**config.mk**
```make
export PLATFORM = sky130hd
export DESIGN_NAME = ir_fetch_ctrl
export DESIGN_NICKNAME = d
export VERILOG_FILES = /design/src/rtl/fetch_pkg.sv /design/src/rtl/wait_timer.sv /design/src/rtl/ir_fetch_ctrl.sv
export SDC_FILE = /design/constraint.sdc
export NUM_CORES = 1
export LEC_CHECK = 0
export ABC_AREA = 1
export BUFFER_PORTS_ARGS = -buffer_cell sky130_fd_sc_hd__buf_2
export CELL_PAD_IN_SITES_DETAIL_PLACEMENT = 1
export CELL_PAD_IN_SITES_GLOBAL_PLACEMENT = 1
export CORE_MARGIN = 10
export CORE_UTILIZATION = 37
export DETAILED_ROUTE_END_ITERATION = 12
export PLACE_DENSITY = 0.86
export RECOVER_POWER = 50
export SLEW_MARGIN = 40
export SYNTH_ARGS = -nofsm -noshare
export SYNTH_HDL_FRONTEND = slang
export SYNTH_SLANG_ARGS = --single-unit
```
**constraint.sdc**
```tcl
create_clock -name clk -period 2.3 [get_ports clk]
set_input_delay 0.115 -clock clk [delete_from_list [all_inputs] [get_ports clk]]
set_output_delay 0.115 -clock clk [all_outputs]
set_load 0.01 [all_outputs]
```
**src/rtl/fetch_pkg.sv**
```systemverilog
// Shared definitions for the instruction-fetch sequencer: register function
// selects and the fetch state encoding.
package fetch_pkg;

    localparam logic [1:0] FS_CLEAR = 2'b00;
    localparam logic [1:0] FS_LOAD  = 2'b01;
    localparam logic [1:0] FS_DEC   = 2'b10;
    localparam logic [1:0] FS_INC   = 2'b11;

    typedef enum logic [2:0] {
        IDLE,
        FETCH_LO,
        FETCH_HI,
        VALID,
        ERROR
    } fetch_state_e;

endpackage

```
**src/rtl/wait_timer.sv**
```systemverilog
// Counts memory wait cycles within one fetch state and flags when the
// allowed number of empty cycles has been used up.
module wait_timer #(
    parameter int TIMEOUT_CYCLES = 15,
    parameter int TO_W           = 4
) (
    input  logic clk,
    input  logic rst,
    input  logic clear,
    input  logic tick,
    output logic expired
);

    localparam logic [TO_W-1:0] LAST = TO_W'(TIMEOUT_CYCLES - 1);

    logic [TO_W-1:0] cnt_q;
    logic [TO_W-1:0] cnt_d;

    // The final empty cycle is the one seen while the count already sits at LAST.
    assign expired = tick && !clear && (cnt_q == LAST);

    always_comb begin
        cnt_d = cnt_q;
        if (clear) begin
            cnt_d = '0;
        end else if (tick && !expired) begin
            cnt_d = cnt_q + 1'b1;
        end
    end

    always_ff @(posedge clk or posedge rst) begin
        if (rst) begin
            cnt_q <= '0;
        end else begin
            cnt_q <= cnt_d;
        end
    end

endmodule

```
**src/rtl/ir_fetch_ctrl.sv**
```systemverilog
// Two-byte instruction fetch sequencer: reads low then high byte into the IR,
// bumps the PC per byte, and hands the word to decode over valid/ready.
module ir_fetch_ctrl
    import fetch_pkg::*;
#(
    parameter int TIMEOUT_CYCLES = 15,
    parameter int TO_W           = 4,
    parameter int CNT_W          = 16
) (
    input  logic             clk,
    input  logic             rst,
    input  logic             start,
    input  logic             halt,
    input  logic             flush,
    output logic             mem_req,
    input  logic             mem_rvalid,
    input  logic [7:0]       mem_rdata,
    output logic             pc_enable,
    output logic [1:0]       pc_funsel,
    output logic             ir_enable,
    output logic [1:0]       ir_funsel,
    output logic             ir_lh,
    output logic [7:0]       ir_data,
    output logic             instr_valid,
    input  logic             instr_ready,
    output logic             busy,
    output logic             timeout_err,
    output logic [CNT_W-1:0] fetch_count
);

    fetch_state_e     state_q;
    fetch_state_e     state_d;
    logic [CNT_W-1:0] fetch_count_q;
    logic [CNT_W-1:0] fetch_count_d;
    logic             in_fetch;
    logic             timer_clear;
    logic             timer_tick;
    logic             timer_expired;

    assign in_fetch    = (state_q == FETCH_LO) || (state_q == FETCH_HI);
    // Any byte arrival moves to a new state, so it restarts the wait budget.
    assign timer_clear = !in_fetch || mem_rvalid || flush;
    assign timer_tick  = in_fetch && !mem_rvalid;

    wait_timer #(
        .TIMEOUT_CYCLES(TIMEOUT_CYCLES),
        .TO_W          (TO_W)
    ) u_wait_timer (
        .clk    (clk),
        .rst    (rst),
        .clear  (timer_clear),
        .tick   (timer_tick),
        .expired(timer_expired)
    );

    always_comb begin
        state_d       = state_q;
        fetch_count_d = fetch_count_q;
        pc_enable     = 1'b0;
        pc_funsel     = FS_CLEAR;
        ir_enable     = 1'b0;
        ir_funsel     = FS_CLEAR;
        ir_lh         = 1'b0;

        if (flush) begin
            ir_enable = 1'b1;
            ir_funsel = FS_CLEAR;
            state_d   = IDLE;
        end else begin
            unique case (state_q)
                IDLE: begin
                    if (start && !halt) begin
                        state_d = FETCH_LO;
                    end
                end
                FETCH_LO, FETCH_HI: begin
                    if (mem_rvalid) begin
                        ir_enable = 1'b1;
                        ir_funsel = FS_LOAD;
                        ir_lh     = (state_q == FETCH_HI);
                        pc_enable = 1'b1;
                        pc_funsel = FS_INC;
                        state_d   = (state_q == FETCH_LO) ? FETCH_HI : VALID;
                    end else if (timer_expired) begin
                        state_d = ERROR;
                    end
                end
                VALID: begin
                    if (instr_ready) begin
                        fetch_count_d = fetch_count_q + CNT_W'(1);
                        state_d       = halt ? IDLE : FETCH_LO;
                    end
                end
                ERROR: begin
                    state_d = ERROR;
                end
                default: begin
                    state_d = IDLE;
                end
            endcase
        end
    end

    always_ff @(posedge clk or posedge rst) begin
        if (rst) begin
            state_q       <= IDLE;
            fetch_count_q <= '0;
        end else begin
            state_q       <= state_d;
            fetch_count_q <= fetch_count_d;
        end
    end

    assign ir_data     = mem_rdata;
    assign mem_req     = in_fetch;
    assign instr_valid = (state_q == VALID);
    assign busy        = (state_q != IDLE);
    assign timeout_err = (state_q == ERROR);
    assign fetch_count = fetch_count_q;

endmodule

```
# Yosys cells after proc, flatten, opt, wreduce, memory -nomap -nowiden
# Index checks and enable logic that the tools add are counted.
# totals
ff_bits	23
inputBits	15
out_inout_bits	35
# op_classes
add_sub_neg	2
eq_ne	8
n_mux	23
n_bitwise	1
n_reduce_logical	19
# ops
op	n
$add A16 B1 Y16 const B	1
$mux W3	5
$mux W1	12
$pmux W3 S4	1
$mux W4	2
$eq A3 B2 Y1 const B	2
$mux W2	3
$reduce_and A3 Y1	2
$logic_and A1 B1 Y1	5
$logic_not A1 Y1	5
$add A4 B1 Y4 const B	1
$eq A4 B4 Y1 const B	1
$ne A4 B3 Y1 const B	1
$eq A3 B1 Y1 const B	1
$eq A3 B3 Y1 const B	1
$logic_not A3 Y1	1
$logic_or A1 B1 Y1	3
$ne A3 B2 Y1 const B	1
$ne A3 B3 Y1 const B	1
$reduce_bool A3 Y1	1
$reduce_bool A2 Y1	1
$reduce_or A2 Y1	1
$not A1 Y1	1

# Longest topological paths before layout
# Gate-level depths: netlist of run 1.
# depth
word_depth	12
mapped_depth	9
depth_no_buf	8

# By module
# A second synthesis of run 1 with hierarchy kept.
# unflattened
cells_unflattened	205
area_unflattened_um2	1498.9
# modules_own_cells
mod	n_inst	cells_per_inst	area_each_um2	seq_area_each_um2
ir_fetch_ctrl	1	173	1243.7	475.5
wait_timer	1	32	255.2	100.1

# Worst setup path before layout of run 1
# Ideal clock, no wire load.
# synth_path
path_type	reg-to-reg
from	register fetch_count_q[0] (netlist: fetch_count[0])
to	register fetch_count_q[12] (netlist: fetch_count[12])
setup_time_ns	0.117
arrival_time_ns	1.220
required_time_ns	2.183
slack_ns	0.964
stages_incl_launch_ff	9
path_cell_list	dfrtp_1 ha_1 nand2_1 nor2_1 nand2_1 nor2_4 nand2_1 nand2_1 nand2_1
# synth_between
elab_chain_cells	1
# synth_rtl
item	line_no	text
from (decl)	ir_fetch_ctrl.sv:33	logic [CNT_W-1:0] fetch_count_q;
from (signal assigned)	ir_fetch_ctrl.sv:110	fetch_count_q <= fetch_count_d;
$add A16 B1 Y16	ir_fetch_ctrl.sv:90	fetch_count_d = fetch_count_q + CNT_W'(1);
# No other way between the ends.
# A chain may end at the register's enable or synchronous reset.

# Worst setup path after layout of run 1
# layout_path
from	register state_q[2]
to	register fetch_count_q[13] (netlist: fetch_count[13])
# layout_between
elab_chain_cells	2
# layout_rtl
item	line_no	text
from (decl)	ir_fetch_ctrl.sv:31	fetch_state_e state_q;
from (signal assigned)	ir_fetch_ctrl.sv:109	state_q <= state_d;
$eq A3 B2 Y1	ir_fetch_ctrl.sv:70	unique case (state_q)
$reduce_and A3 Y1 (no source line)	-	
# No other way between the ends.

==> flow_summary_export.csv, run 1 <==
group,metric,value,unit
pwr,powerDensity,648,nW/um2
critical_path,worstPathCellList,"inv_1 > nand3_1 > nor2_2 > nand3_1 > nor2_1 > nand2_1 > nand2_1 > inv_1",
yosys,yosys.cell_types.count,24,
critical_path,worst-path-max-fanout,11,
worst_hold_path,hp-class,"in -> reg",
placement,place_congestion,0.818,
pwr,power.leakage,0.853,nW
floorplanning,rows,22,
cells_and_area,layoutNonFillerInstCount,251,
cells_and_area,drive_above_1_share,0.182,
yosys,syn_inst,180,
clocking,cts.clk_slew.worst_paths,0.08,ns
timing,hold_ws,0.185,ns
placement,place_hpwl,2680,um
clocking,postCtsSetupRepairBufs,0,
cells_and_area,area.growth.synth_to_final,10.8,%
timing,max_slew_margin,0.434,
placement,detailed_place.area,1520,um2
timing,finalCriticalPeriod,1.78,ns
clocking,clock_latency,0.26,ns
critical_path,reg2reg_to,"fetch_count[13]$_DFFE_PP0P_",
critical_path,end_kind,"flop",
cells_and_area,fillerInstances,481,
clocking,clockBufferDepth,2,
floorplanning,start_util,0.385,
timing,setup_ws,0.523,ns
timing,max_freq,563,MHz
cells_and_area,fin_area,1560,um2
yosys,synth_area_leaders,"dfrtp_1 41%, nand2_1 14%, buf_4 6.4%",
timing,tightestPinTransition,0.847,ns
floorplanning,pin_count,50,
global_route,grt_usage,0.0989,
floorplanning,die_area,6680,um2
timing,slew_violations,0,
yosys,ys_warn_count,0,
floorplanning,fp.dieH,81.7,um
timing,fin_setup_tns,0,ns
critical_path,cp.depth,8,
yosys,synth-seq-area-share,0.408,
routing,drc_errors,0,
cells_and_area,num_antenna_cells,0,
critical_path,r2r_setup_slack,0.52,ns
timing,hold_violations,0,
timing,setup_viol,0,
critical_path,crit_type,"reg -> reg",
critical_path,critPathLaunch,"state_q[2]$_DFFE_PP0P_",
clocking,htreeDepth,1,
run,cap_violations,0,
timing,rsz0062_at_grt,"no",
critical_path,worstPathArrival,1.94,ns
placement,dpl_worst_slack,0.510,ns
critical_path,worstReg2RegStart,"state_q[2]$_DFFE_PP0P_",
timing,period_share,0.773,
critical_path,cp-endpoint,"fetch_count[13]$_DFFE_PP0P_",
global_route,grt_max_degree,24,
routing,drtPass1Iterations,4,
global_route,antenna_found_initial,0,
routing,vias_per_cell,4.70,
critical_path,reg2reg_depth,8,
clocking,cts_resized,0,
routing,drt-initial-drc-count,21,
placement,dp.cells,246,
critical_path,slowest_stage,"nor2_2",
critical_path,startpoint_type,"flop",
clocking,cts_root_buffer,"clkbuf_8",
critical_path,path_delay_family,"simple AND/OR/NAND/NOR gates",
clocking,cts_hold_buf,1,
global_route,grt_pass1_vias,1212,
critical_path,crit_buf_inv,2,
cells_and_area,nNetsFinal,222,
yosys,ys_ff_latch,23,
timing,fin_skew,0.00144,ns
critical_path,cp.required,2.46,ns
global_route,grt_pass1_wl,5410,um
yosys,syn_avg_cell_area,7.83,um2
yosys,yosys.area.top_type_share,0.408,
placement,port_buffers,32,
routing,avgRoutedWirePerCell,12.9,um
run_status,status,"completed",
routing,ant_nets,0,
global_route,grt_overflow,0,
clocking,cts_tree,"yes",
yosys,synth_top_area_cell,"dfrtp_1",
critical_path,crit_path_max_incr_delay,0.49,ns
clocking,clock_sinks,23,
cells_and_area,finalCoreUtilization,0.427,
pwr,power,1.01,mW
yosys,syn_nets,198,
routing,vias,1179,
floorplanning,die_w,81.7,um
pwr,peakVddDrop,0.000261,V
clocking,cts_made_buffers,3,
yosys,syn_area,1410,um2
routing,routed_wl,3240,um
floorplanning,core_area,3660,um2
worst reg2reg max path: cells and delay by family, from the launching register on:
family                 cells  cell delay, ns
AND/OR/NAND/NOR            6            1.09
flip-flops                 1            0.43
buffers and inverters      2            0.16
layout by cell type, fill, tap and decap left out:
cell type      netlist  layout
a21oi_1              3       3
buf_2                0      23
clkbuf_1             0       9
clkbuf_8             0       3
clkinv_2             0       1
conb_1               1       1
dfrtp_1             23      23
dlygate4sd3_1        0       1
ha_1                 3       3
inv_1               19      19
inv_2                1       1
inv_4                1       1
nand2_1             51      51
nand2_4              1       1
nand3_1             11      11
nand3b_1             3       3
nand4_1              3       3
nand4_2              1       1
nor2_1              17      17
nor2_2               4       4
nor2_4               2       2
nor3_1               3       3
o21ai_0              4       4
o21ai_1              1       1
o21bai_1             1       1
xnor2_1              5       5
xor2_1               8       8
metal layers:
layer  share of wire  GRT usage  vias up
met3           0.059     0.0262        4
li1                -          -      589
met1            0.41      0.111      565
met5               0          0        -
met4           0.013     0.0272        0
met2            0.51      0.179       21
worst min path at each step:
stage                       from                           endpoint  slack (ns)  cells after the start
finish                mem_rvalid             state_q[1]$_DFFE_PP0P_        0.19                      3
global route          mem_rvalid             state_q[1]$_DFFE_PP0P_        0.21                      3
CTS                   mem_rvalid             state_q[1]$_DFFE_PP0P_        0.19                      3
detailed placement           rst  u_wait_timer.cnt_q[2]$_DFFE_PP0P_        0.16                      2
global placement    mem_rdata[0]                         ir_data[0]        0.23                      0
floorplan                    rst         fetch_count[0]$_DFFE_PP0P_        0.12                      1
report_power, final:
group / switching (mW) / total [mW] / internal, mW
sequential: 0.0504 / 0.488 / 0.438
combinational: 0.178 / 0.281 / 0.103
clock: 0.123 / 0.243 / 0.121
final cells by class:
class / instances / area [um2] / area share
clock inverter: 1 / 5.00 / 0.00320
inverter: 21 / 81.3 / 0.0520
timing repair buffer: 33 / 159 / 0.102
tap: 48 / 60.1 / 0.0384
multi-input combinational: 122 / 641 / 0.410
clock buffer: 3 / 41.3 / 0.0264
sequential: 23 / 576 / 0.368
registers in the layout, summed over array words and instances (netlist names):
| name | flops |
|---|---|
| fetch_count | 16 |
| state_q | 3 |
| u_wait_timer.cnt_q | 4 |
cell families (layout without fill, tap and decap cells):
group | Yosys count | after routing | synth area share
compound gates | 9 | 9 | 0.0337
xor+xnor | 13 | 13 | 0.0807
fa+ha+maj | 3 | 3 | 0.0266
buf+inv | 35 | 58 | 0.138
flops | 23 | 23 | 0.408
other cells | 1 | 1 | 0.00266
simple gates | 96 | 96 | 0.311
synthesized netlist by cell type:
cell type / count
a21oi_1: 3
buf_4: 12
buf_6: 2
conb_1: 1
dfrtp_1: 23
ha_1: 3
inv_1: 19
inv_2: 1
inv_4: 1
nand2_1: 51
nand2_4: 1
nand3_1: 11
nand3b_1: 3
nand4_1: 3
nand4_2: 1
nor2_1: 17
nor2_2: 4
nor2_4: 2
nor3_1: 3
o21ai_0: 4
o21ai_1: 1
o21bai_1: 1
xnor2_1: 5
xor2_1: 8
Note: power is estimated with default switching activity, not from simulation.
==> run 2, diff against run 1 <==
- CORE_UTILIZATION: 37 -> 35
- PLACE_DENSITY: 0.86 -> 0.82
- clock period: 2.3 -> 1.7 ns (I/O delays scaled with it)
==> run 2 against run 1 <==
- count of clock-buffer cells in the layout grew 1
- final area grew 1.0%
- worst hold slack lost 0.040 ns
- final cell count grew 1.6%
- die area grew 4.3%
- register-to-register slack lost 0.27 ns
- critical path depth shrank 2
- flip-flop and latch count is the same
- first-iteration DRC count shrank 48%
==> flow_summary_export.csv, run 2 (synthesized netlist as in run 1, its figures left out) <==
group,metric,value,unit
pwr,p_clk_frac,0.247,
critical_path,worst-path-max-fanout,7,
pwr,comb_power_share,0.279,
floorplanning,die_w,83.5,um
critical_path,end_kind,"output port",
clocking,cts_made_buffers,3,
timing,period_share,0.909,
cells_and_area,num_antenna_cells,0,
critical_path,worstPathCellList,"nor2_1 > nand2_1 > nand2_1 > nand3_1 > inv_1 > buf_2",
critical_path,cp.required,1.62,ns
routing,ant_nets,0,
worst_hold_path,hp-class,"in -> reg",
clocking,cts_root_buffer,"clkbuf_8",
critical_path,cp_common_cell,"nand2_1",
global_route,grt_pass1_vias,1240,
timing,fin_setup_tns,0,ns
routing,drt-initial-drc-count,11,
timing,setup_viol,0,
routing,vias,1179,
critical_path,worstPathArrival,1.46,ns
placement,place_hpwl,2700,um
global_route,grt_usage,0.0944,
routing,avgRoutedWirePerCell,12.8,um
cells_and_area,multi_input_area,641,um2
clocking,htreeDepth,1,
floorplanning,core_area,3940,um2
cells_and_area,final_cell_mix,"51 x nand2_1, 23 x buf_2, 21 x dfrtp_1, 19 x inv_1, 17 x nor2_1",
pwr,power,1.40,mW
clocking,clockBufferDepth,2,
floorplanning,start_util,0.358,
critical_path,path_delay_family,"simple AND/OR/NAND/NOR gates",
cells_and_area,fillerInstances,498,
critical_path,crit_path_max_incr_delay,0.45,ns
timing,rsz0062_at_grt,"no",
floorplanning,fp.dieH,83.5,um
routing,routed_wl,3280,um
global_route,grt_pass1_wl,5590,um
pwr,p_sw,498,uW
pwr,switching_share,0.355,
cells_and_area,nNetsFinal,224,
global_route,grt_overflow,0,
routing,drc_errors,0,
pwr,p_int,904,uW
cells_and_area,area.growth.synth_to_final,12.0,%
timing,fin_skew,0.00559,ns
clocking,clock_sinks,23,
timing,finalCriticalPeriod,1.55,ns
floorplanning,die_area,6970,um2
cells_and_area,layout_commonest_cell,"nand2_1",
critical_path,slowest_stage,"dfrtp_2",
timing,tightestPinTransition,0.556,ns
pwr,sequentialPowerShare,0.474,
routing,vias_per_cell,4.62,
timing,hold_ws,0.145,ns
floorplanning,pin_count,50,
global_route,antenna_found_initial,0,
placement,port_buffers,32,
timing,max_slew_margin,0.629,
timing,max_freq,647,MHz
clocking,clock_latency,0.27,ns
clocking,cts.clk_slew.worst_paths,0.08,ns
pwr,peakVddDrop,0.000398,V
cells_and_area,largest_register_ffs,16,
pwr,powerDensity,888,nW/um2
cells_and_area,finalCoreUtilization,0.401,
run_status,status,"completed",
cells_and_area,drive_above_1_share,0.195,
pwr,power.leakage,0.858,nW
clocking,postCtsSetupRepairBufs,0,
clocking,cts_tree,"yes",
timing,slew_violations,0,
timing,hold_violations,0,
placement,place_congestion,0.801,
routing,drtPass1Iterations,4,
floorplanning,rows,23,
run,cap_violations,0,
critical_path,startpoint_type,"flop",
cells_and_area,regArea,578,um2
critical_path,crit_buf_inv,2,
global_route,grt_max_degree,24,
critical_path,crit_type,"reg -> out",
-- run 2: changes by cell type in the layout (fill, tap and decap cells not counted) --
cell      change
clkbuf_1      +1
clkinv_2      -1
dfrtp_1       -2
buf_4         +1
clkbuf_2      +1
dfrtp_2       +2
-- run 2: area by class of cell --
type	count	share of cell area
inverters	21	0.0515
flip-flops and latches	23	0.366
repair buffers	35	0.109
clock buffers	4	0.0285
multi-input cells	122	0.406
well taps	50	0.0396
-- run 2: path summary, 6_finish.rpt --
check	cells after the start	endpoint	start	slack, ns
worst min-delay path	3	state_q[1]$_DFFE_PP0P_	mem_rvalid	0.15
worst min register to register	1	fetch_count[6]$_DFFE_PP0P_	fetch_count[6]$_DFFE_PP0P_	0.53
worst max register to register	8	fetch_count[12]$_DFFE_PP0P_	fetch_count[1]$_DFFE_PP0P_	0.25
worst max-delay path	6	pc_enable	state_q[0]$_DFFE_PP0P_	0.15
max in group asynchronous	4	state_q[0]$_DFFE_PP0P_	rst	0.82
min in group asynchronous	4	u_wait_timer.cnt_q[1]$_DFFE_PP0P_	rst	0.48
-- run 2: routing by layer --
layer	GRT usage	vias up	routed length, um	share of wire
met5	0	-	0	0
met4	0.0472	0	48	0.015
met3	0.0186	4	159	0.049
met2	0.171	21	1690	0.52
met1	0.101	560	1380	0.42
li1	-	594	-	-
-- run 2: power by group through the flow --
stage               registers, mW  clock network [mW]  logic [mW]
floorplan                   0.661                   0       0.302
global placement            0.668                   0       0.391
detailed placement          0.672                   0       0.400
CTS                         0.661               0.360       0.404
global route                0.680               0.370       0.443
finish                      0.665               0.347       0.391
-- run 2: metrics by stage --
stage / worst slack (ns) / cells / area [um2]
floorplan: 0.364 / 180 / 1410
global placement: 0.324 / 250 / 1540
detailed placement: 0.250 / 250 / 1540
global route: 0.0186 / 255 / 1580
finish: 0.154 / 255 / 1580
CTS: 0.115 / 255 / 1590
-- run 2: worst min-delay path: stages --
cell	delay (ns)
buf_2	0.13
nand3_1	0.11
nand2_1	0.06
-- run 2: repair_timing --
item,4_1_cts,5_1_grt
hold buffers,1,0
setup endpoints to repair,0,4
gates resized for setup,0,2
endpoints found under the hold margin,23,0
==> run 3, diff against run 2 <==
- BUFFER_PORTS_ARGS: -buffer_cell sky130_fd_sc_hd__buf_2 -> unset
- CORE_UTILIZATION: 35 -> 44
- DONT_BUFFER_PORTS: unset -> 1
- PLACE_DENSITY: 0.82 -> unset
- PLACE_DENSITY_LB_ADDON: unset -> 0.1
==> run 3 against run 2 <==
- count of clock-buffer cells in the layout unchanged
- via count down 6.6%
- power decreased by 9.7%
- final area decreased by 7.4%
- sequential power is 2% higher
- worst hold slack worse by 0.12 ns
- clock skew increased by 0.0051 ns
- setup slack lost 0.0041 ns
- critical path depth decreased by 1
- final cell count is 13% lower
- clock power down 26%
- combinational power fell by 16%
==> flow_summary_export.csv, run 3 (synthesized netlist as in run 1, its figures left out) <==
group,metric,value,unit
run_status,status,"completed",
clocking,postCtsSetupRepairBufs,0,
critical_path,crit_buf_inv,1,
cells_and_area,num_antenna_cells,0,
global_route,grtUsageMet3,0.0354,
critical_path,worstPathArrival,1.46,ns
global_route,busiest_layer,"met2",
critical_path,path_delay_family,"simple AND/OR/NAND/NOR gates",
global_route,grt_pass1_wl,5910,um
cells_and_area,multi_input_area,648,um2
pwr,power.leakage,0.747,nW
placement,port_buffers,0,
critical_path,worst-path-max-fanout,7,
run,cap_violations,0,
cells_and_area,area.growth.synth_to_final,3.64,%
clocking,clock_latency,0.31,ns
routing,vias_per_cell,4.96,
critical_path,cp.required,1.62,ns
critical_path,crit_type,"reg -> out",
routing,avgRoutedWirePerCell,15.5,um
floorplanning,fp.dieH,76.6,um
cells_and_area,layout_commonest_cell,"nand2_1",
cells_and_area,nNetsFinal,197,
global_route,use_met2,0.226,
global_route,antenna_found_initial,0,
clocking,clockBufferDepth,2,
floorplanning,die_area,5870,um2
placement,place_hpwl,2800,um
routing,routed_wl,3430,um
placement,place_congestion,0.773,
floorplanning,rows,20,
timing,finalCriticalPeriod,1.55,ns
worst_hold_path,hp-class,"in -> reg",
routing,drtPass1Iterations,4,
floorplanning,start_util,0.462,
pwr,powerDensity,867,nW/um2
routing,drc_errors,0,
critical_path,startpoint_type,"flop",
routing,drt-initial-drc-count,31,
cells_and_area,fin_area,1460,um2
timing,setup_viol,0,
floorplanning,core_area,3050,um2
timing,fin_skew,0.0107,ns
clocking,htreeDepth,1,
global_route,grt_overflow,0,
cells_and_area,drive_above_1_share,0.140,
routing,vias,1101,
timing,slew_violations,0,
placement,detailed_place.area,1390,um2
global_route,gr-usage-met1,0.123,
clocking,cts_made_buffers,3,
floorplanning,die_w,76.6,um
global_route,grt_max_degree,24,
cells_and_area,final_cell_mix,"50 x nand2_1, 19 x dfrtp_1, 18 x inv_1, 17 x nor2_1, 10 x nand3_1",
global_route,grt_pass1_vias,1228,
clocking,cts_tree,"yes",
timing,fin_setup_tns,0,ns
critical_path,crit_path_max_incr_delay,0.47,ns
floorplanning,pin_count,50,
critical_path,slowest_stage,"dfrtp_2",
clocking,clock_sinks,23,
timing,max_freq,645,MHz
pwr,peakVddDrop,0.000442,V
critical_path,end_kind,"output port",
timing,hold_violations,0,
clocking,cts.clk_slew.worst_paths,0.13,ns
cells_and_area,largest_register_ffs,16,
routing,ant_nets,0,
clocking,cts_root_buffer,"clkbuf_4",
timing,rsz0062_at_grt,"no",
cells_and_area,fillerInstances,378,
critical_path,worstPathCellList,"nor2_1 > nand2_1 > nand2_2 > nand3_2 > inv_4",
timing,period_share,0.912,
global_route,grt_usage,0.120,
cells_and_area,regArea,581,um2
[run 3: cell count changes in the layout (fill, tap and decap cells not counted), moves of 2 or more]
cell,before,now
buf_2,23,0
buf_4,1,5
clkbuf_1,10,1
clkbuf_4,0,3
clkbuf_8,3,0
dfrtp_1,21,19
dfrtp_2,2,4
dlygate4sd3_1,1,3
[run 3: tightest hold or removal path, delay by kind of cell]
kind | cells | cell delay, ns
AO/OA/AOI/OAI | 1 | 0.06
buffers and inverters | 1 | 0.04
AND/OR/NAND/NOR | 1 | 0.12
[run 3: final timing paths]
| path | to | start | slack (ns) | depth (start not counted) |
|---|---|---|---|---|
| min in group asynchronous | fetch_count[15]$_DFFE_PP0P_ | rst | 0.24 | 3 |
| min | u_wait_timer.cnt_q[3]$_DFFE_PP0P_ | mem_rvalid | 0.03 | 3 |
| min reg2reg | fetch_count[0]$_DFFE_PP0P_ | fetch_count[0]$_DFFE_PP0P_ | 0.56 | 1 |
| max in group asynchronous | fetch_count[0]$_DFFE_PP0P_ | rst | 1.20 | 3 |
| max reg2reg | fetch_count[12]$_DFFE_PP0P_ | fetch_count[1]$_DFFE_PP0P_ | 0.24 | 8 |
| max | ir_funsel[0] | state_q[0]$_DFFE_PP0P_ | 0.15 | 5 |
[run 3: final cells by class]
| cell class | instances | share of cell area |
|---|---|---|
| clock buffer | 4 | 0.0180 |
| timing repair buffer | 8 | 0.0462 |
| sequential | 23 | 0.397 |
| tap | 44 | 0.0377 |
| multi-input combinational | 122 | 0.443 |
| inverter | 21 | 0.0574 |
[run 3: stage by stage]
| step | utilization | hold WS (ns) | worst slack [ns] | std cells | total power [mW] |
|---|---|---|---|---|---|
| finish | 0.479 | 0.0278 | 0.150 | 222 | 1.27 |
| global route | 0.479 | 0.00975 | 0.0308 | 222 | 1.37 |
| CTS | 0.475 | 0.0157 | 0.0461 | 222 | 1.28 |
| detailed placement | 0.455 | 0.0450 | 0.167 | 215 | 1.00 |
| global placement | 0.455 | 0.0378 | 0.255 | 215 | 0.983 |
| floorplan | - | 0.0869 | 0.364 | 180 | 0.963 |
[run 3: power by group]
group / internal [mW] / switching [mW]
logic: 0.101 / 0.227
registers: 0.599 / 0.0814
clock network: 0.0916 / 0.166
total: 0.792 / 0.475
[run 3: what timing repair did]
action | in CTS | in global routing
hold buffers | 3 | 0
hold endpoints to repair | 27 | 0
resized for setup | 3 | 5
endpoints found under the setup margin | 4 | 5
pin swaps | 0 | 0
[run 3: per-layer routing]
layer / vias to the layer above / part of all wire
li1: 540 / -
met1: 525 / 0.39
met2: 30 / 0.54
met3: 6 / 0.058
met4: 0 / 0.013
met5: - / 0
